[src/rtl/fp_mul_pkg.sv]
// Shared types and constants for the shift-add floating-point multiplier.
package fp_mul_pkg;

  // Mantissa width including hidden bit; nominal number of shift iterations.
  localparam int unsigned ITER_DEF = 24;

  // Width of the iteration counters (controller shadow count and datapath counter).
  localparam int unsigned CNT_W = 5;

  typedef enum logic [3:0] {
    S_IDLE,
    S_INIT,
    S_TEST,
    S_ADD,
    S_SHIFT,
    S_CHECK,
    S_MULDONE,
    S_NORM,
    S_OUT,
    S_DONE
  } state_e;

  // Per-state control outputs toward the datapath and the top level.
  typedef struct packed {
    logic init;
    logic clear;
    logic load;
    logic shift;
    logic done_mul;
    logic out_en;
    logic done;
    logic busy;
  } ctrl_t;

  // Moore decode of the control outputs for a given state.
  function automatic ctrl_t decode_ctrl(input state_e s);
    ctrl_t c;
    c      = '0;
    c.busy = (s != S_IDLE);
    case (s)
      S_INIT: begin
        c.init  = 1'b1;
        c.clear = 1'b1;
      end
      S_ADD:     c.load     = 1'b1;
      S_SHIFT:   c.shift    = 1'b1;
      S_MULDONE: c.done_mul = 1'b1;
      S_OUT:     c.out_en   = 1'b1;
      S_DONE:    c.done     = 1'b1;
      default:   c          = c;
    endcase
    return c;
  endfunction

endpackage

[src/rtl/fp_mul_controller.sv]
// Sequencing FSM for the shift-add floating-point multiplier datapath.
// Control outputs are registered from the next-state decode, so they line up
// cycle-for-cycle with the state they belong to while staying glitch-free.
module fp_mul_controller
  import fp_mul_pkg::*;
#(
  parameter int unsigned ITER = ITER_DEF
) (
  input  logic clk,
  input  logic rst_n,
  input  logic start,
  input  logic done_counter,
  input  logic lsb,
  input  logic msb,
  input  logic ovf,
  output logic init,
  output logic clear,
  output logic load,
  output logic shift,
  output logic done_mul,
  output logic out_en,
  output logic bit47,
  output logic busy,
  output logic done,
  output logic ovf_o,
  output logic seq_err
);

  localparam logic [CNT_W-1:0] ITER_CNT = CNT_W'(ITER);
  localparam logic [CNT_W-1:0] CNT_MAX  = {CNT_W{1'b1}};

  state_e           state_q, state_d;
  ctrl_t            ctrl_q, ctrl_d;
  logic [CNT_W-1:0] cnt_q, cnt_d;
  logic             bit47_q, bit47_d;
  logic             ovf_q, ovf_d;
  logic             err_q, err_d;

  // State, shadow count, captured flags and registered control outputs.
  always_ff @(posedge clk or negedge rst_n) begin
    if (!rst_n) begin
      state_q <= S_IDLE;
      ctrl_q  <= '0;
      cnt_q   <= '0;
      bit47_q <= 1'b0;
      ovf_q   <= 1'b0;
      err_q   <= 1'b0;
    end else begin
      state_q <= state_d;
      ctrl_q  <= ctrl_d;
      cnt_q   <= cnt_d;
      bit47_q <= bit47_d;
      ovf_q   <= ovf_d;
      err_q   <= err_d;
    end
  end

  // Next-state logic plus updates of the count, captured flags and error.
  always_comb begin
    state_d = state_q;
    cnt_d   = cnt_q;
    bit47_d = bit47_q;
    ovf_d   = ovf_q;
    err_d   = err_q;

    case (state_q)
      S_IDLE: begin
        if (start) state_d = S_INIT;
      end
      S_INIT: begin
        bit47_d = 1'b0;
        ovf_d   = 1'b0;
        cnt_d   = '0;
        state_d = S_TEST;
      end
      S_TEST: begin
        state_d = lsb ? S_ADD : S_SHIFT;
      end
      S_ADD: begin
        state_d = S_SHIFT;
      end
      S_SHIFT: begin
        cnt_d   = cnt_q + CNT_W'(1);
        state_d = S_CHECK;
      end
      S_CHECK: begin
        // The datapath counter and the shadow count must agree on the last iteration.
        if (done_counter != (cnt_q == ITER_CNT)) err_d = 1'b1;
        if (done_counter) begin
          state_d = S_MULDONE;
        end else if (cnt_q == CNT_MAX) begin
          // Counter never fired: bail out rather than hang.
          err_d   = 1'b1;
          state_d = S_MULDONE;
        end else begin
          state_d = S_TEST;
        end
      end
      S_MULDONE: begin
        bit47_d = msb;
        state_d = S_NORM;
      end
      S_NORM: begin
        state_d = S_OUT;
      end
      S_OUT: begin
        state_d = S_DONE;
      end
      S_DONE: begin
        ovf_d   = ovf;
        state_d = S_IDLE;
      end
      default: begin
        state_d = S_IDLE;
      end
    endcase

    ctrl_d = decode_ctrl(state_d);
  end

  assign init     = ctrl_q.init;
  assign clear    = ctrl_q.clear;
  assign load     = ctrl_q.load;
  assign shift    = ctrl_q.shift;
  assign done_mul = ctrl_q.done_mul;
  assign out_en   = ctrl_q.out_en;
  assign done     = ctrl_q.done;
  assign busy     = ctrl_q.busy;
  assign bit47    = bit47_q;
  assign ovf_o    = ovf_q;
  assign seq_err  = err_q;

endmodule
[config.mk]
export PLATFORM = sky130hd
export DESIGN_NAME = fp_mul_controller
export DESIGN_NICKNAME = d
export VERILOG_FILES = /design/src/rtl/fp_mul_pkg.sv /design/src/rtl/fp_mul_controller.sv
export SDC_FILE = /design/constraint.sdc
export NUM_CORES = 1
export LEC_CHECK = 0
export ABC_AREA = 1
export BUFFER_PORTS_ARGS = -buffer_cell sky130_fd_sc_hd__buf_2
export CORE_ASPECT_RATIO = 0.6
export CORE_UTILIZATION = 41
export CTS_CLUSTER_DIAMETER = 60
export DETAILED_ROUTE_END_ITERATION = 6
export PLACE_DENSITY = 0.74
export SLEW_MARGIN = 30
export SYNTH_ARGS = -nofsm -noshare
export SYNTH_HDL_FRONTEND = slang
export SYNTH_SLANG_ARGS = --single-unit
[constraint.sdc]
create_clock -name clk -period 2.13 [get_ports clk]
set_clock_uncertainty 0.1 [all_clocks]
set_input_delay 0.213 -clock clk [delete_from_list [all_inputs] [get_ports clk]]
set_output_delay 0.213 -clock clk [all_outputs]
set_load 0.005 [all_outputs]
==> flow_metrics.tcl <==
set metrics [dict create \
    cp-startpoint "cnt_q[0]" \
    cp-end-kind "register" \
    post_dp_cell_area_sq_mm 0.00107 \
    p_leak_nw 0.629 \
    antenna_found_initial 0 \
    synth.yosys.seq_area_share_pct 49.8 \
    fin_util_pct 51.7 \
    synth-adder-area-share_pct 3.93 \
    swShare_pct 43.6 \
    place.detailed.hpwl_um 1490 \
    gr-usage-met3_pct 6.10 \
    post_synth_edffs 0 \
    first_pass_grt_wire_length_um 3150 \
    area_overhead_of_the_layout_relative_to_synthesis_pct 18.0 \
    post-route-drc-count 0 \
    finish.instance_area_sq_mm 0.00113 \
    final-hold-violation-count 0 \
    max-cap-violations 0 \
    grt.overflow.total 0 \
    finalSetupViolCount 0 \
    first_global_vias 709 \
    post_drt_via_cell_ratio 4.79 \
    synth.distinct_cells 21 \
    die_h_um 39.4 \
    buffer_ports.inserted 17 \
    synth.avg_cell_area_sq_um 8.60 \
    async_reset_ff_share_pct 100 \
    setup.worst_path.class "reg2reg" \
    fmax_mhz 625 \
    ys.warnings.count 0 \
    required_time_of_the_worst_setup_path_ps 2180 \
    tightest_slew_ps 426 \
    worst_setup_path_endpoint "busy" \
    final_common_cell "sky130_fd_sc_hd__nand2_1" \
    place.detailed.instances 157 \
    groute.layer.met1.usage_pct 23.1 \
    grt_start_max_net_pins 20 \
    combinational_family_with_the_most_area_after_synthesis "simple AND/OR/NAND/NOR gates" \
    synth_area_in_compound_gates_pct 7.21 \
    post_synth_and_or_nand_nor_area_fraction_pct 30.3 \
    synth_cells 111 \
    layout_worst_path_cycle_share_pct 75.1 \
    power_frac_comb_pct 45.1 \
    grt_setup_unrepaired "no" \
    period_needed_ps 1600 \
    post_synth_instance_area_sq_um 955 \
    timing.final.max_slew_violations 0 \
    postRouteWirelength_um 1860 \
    share_seq_of_total_power_pct 38.1 \
    worst_skew_pair_later_pin_latency_ps 260 \
    cts_num_sinks 19 \
    floorplan.die_area_sq_mm 0.00253 \
    clk_pin_slew_worst_paths_ps 70 \
    n_fill_cell 203 \
    holdCritPathClass "in2reg" \
    setup-tns-final_ps 0 \
    yosys_most_used_dff "sky130_fd_sc_hd__dfrtp_1" \
    floorplan.initialDensity_pct 43.8 \
    ant_cells 0 \
    outcome "finished clean" \
    r2r-end "busy" \
    timing.max_slew.rel_slack_pct 71.6 \
    postSynthRegisterBits 19 \
    cts-htree-levels 1 \
    worstPathMaxFanout 3 \
    total_power_per_unit_cell_area_mw_per_mm2 1330 \
    layout-drive-gt1-share_pct 32.6 \
    die_width_um 64.3 \
    routed_length_per_instance_um 11.5 \
    max-vdd-ir-drop_uv 562 \
    dr_total_vias 776 \
    num-nets-final 143 \
    floorplan.core_area_sq_mm 0.00218 \
    mappedNetlistNets 121 \
    pin_count 18 \
    crit-reg2reg-launch "cnt_q[0]" \
    reg2reg_setup_slack_ps 530 \
    global_route.usage.total_pct 17.9 \
    detailedRoute.firstPassIterationCount 4 \
    layout.cells.non_filler 162 \
    most-common-layout-cells "21 x sky130_fd_sc_hd__nand2_1, 19 x sky130_fd_sc_hd__dfrtp_1, 17 x sky130_fd_sc_hd__buf_2" \
    top_usage_layer "met2" \
    ant_nets 0 \
    detailed_router_s_first_iteration_violation_count 28 \
    switching_power_mw 0.655 \
    crit_path_start_kind "register" \
    grtUsageMet2_pct 27.6 \
    cell_at_the_root_of_the_clock_tree "sky130_fd_sc_hd__clkbuf_8" \
    synth_mux_area_share_pct 0 \
    ctsLongestPathBuffers 2 \
    parity_gate_share_of_the_synthesized_area_counting_xor_and_xnor_cells_pct 0.917 \
    cts_buf_count 3 \
    placement_rows 13 \
    internal-power_mw 0.847 \
    cts_tree "done" \
    cp.arrival_ps 1650 \
    finalWeightedCongestion 0.823 \
    r2r.worst_path.cells 10 \
    share_clk_of_total_power_pct 16.7 \
    cts_repair_resize_count 0 \
    fin_hold_ws_ps 86.6 \
]
-- cell families (layout without fill, tap and decap cells) --
kind of cell / after synthesis / count (layout)
and+or+nand+nor: 58 / 58
DFF: 19 / 19
adders and majority gates: 3 / 3
xor gates and xnor gates: 1 / 1
AOI/OAI and AO/OA: 11 / 11
buffers and inverters: 19 / 40
-- power by group through the flow --
stage	Combinational (mW)	Sequential, mW	Clock (mW)
6_report	0.678	0.573	0.251
5_1_grt	0.760	0.592	0.279
4_1_cts	0.679	0.573	0.260
3_5_place_dp	0.675	0.579	0
3_3_place_gp	0.656	0.574	0
2_1_floorplan	0.496	0.571	0
-- what timing repair did --
action                                 4_1_cts  5_1_grt
endpoints found under the hold margin       19        0
setup buffers                                0        0
hold buffers                                 1        0
-- layout make-up --
class / instances / area (sq um) / area share (%)
inverters: 18 / 67.6 / 6.00
well taps: 30 / 37.5 / 3.33
flip-flops and latches: 19 / 475 / 42.2
repair buffers: 18 / 95.1 / 8.44
clock inverters: 1 / 5.00 / 0.444
clock buffers: 3 / 41.3 / 3.67
multi-input cells: 73 / 404 / 35.9
-- how the worst min path moves through the flow --
stage,from,end,slack [ps],depth (start not counted)
finish,msb,bit47,90,3
global route,msb,bit47,110,3
floorplan,rst_n,bit47,-180,0
global placement,rst_n,seq_err,70,1
CTS,msb,bit47,90,3
detailed placement,rst_n,ovf_o,80,1
-- layer usage --
layer / vias up / share of wire, % / wire, um
li1: 391 / - / -
met1: 358 / 54 / 1000
met2: 25 / 40 / 736
met3: 2 / 5.4 / 101
met4: 0 / 1.1 / 20
met5: - / 0 / 0
-- sequential cells by signal, summed over array words and instances, names as in the netlist --
name / flops
bit47: 1
clear: 1
seq_err: 1
cnt_q: 5
done: 1
busy: 1
ovf_o: 1
done_mul: 1
out_en: 1
load: 1
state_q: 4
shift: 1
-- cells in the mapped netlist (2+ instances only) --
cell                      instances  area [sq um]
sky130_fd_sc_hd__nor2_2           5          31.3
sky130_fd_sc_hd__nand2_2          6          37.5
sky130_fd_sc_hd__nand3_2          3          30.0
sky130_fd_sc_hd__dfrtp_1         19           475
sky130_fd_sc_hd__nand4_1          2          12.5
sky130_fd_sc_hd__nand3_1          7          35.0
sky130_fd_sc_hd__nand2_1         21          78.8
sky130_fd_sc_hd__o21ai_0          5          25.0
sky130_fd_sc_hd__ha_1             3          37.5
sky130_fd_sc_hd__nor2_1          12          45.0
sky130_fd_sc_hd__o22ai_1          2          12.5
sky130_fd_sc_hd__inv_2            6          22.5
sky130_fd_sc_hd__inv_1           12          45.0
-- critical path: stages, from the launching register on --
cell and delay, ps:
sky130_fd_sc_hd__dfrtp_1 410, sky130_fd_sc_hd__ha_1 220, sky130_fd_sc_hd__nand2_1 80, sky130_fd_sc_hd__nor2_1 50, sky130_fd_sc_hd__ha_1 170, sky130_fd_sc_hd__inv_1 60, sky130_fd_sc_hd__nand2_1 70, sky130_fd_sc_hd__nand2_2 90
sky130_fd_sc_hd__nand3_2 110, sky130_fd_sc_hd__nor2_1 100, sky130_fd_sc_hd__nand2_1 50
-- through the flow --
| step | setup slack [ps] | power, mW |
|---|---|---|
| 2_1_floorplan | 663 | 1.07 |
| 3_3_place_gp | 610 | 1.23 |
| 3_5_place_dp | 549 | 1.25 |
| 4_1_cts | 538 | 1.51 |
| 5_1_grt | 402 | 1.63 |
| 6_report | 531 | 1.50 |
Power figures use the tool's default switching activity.
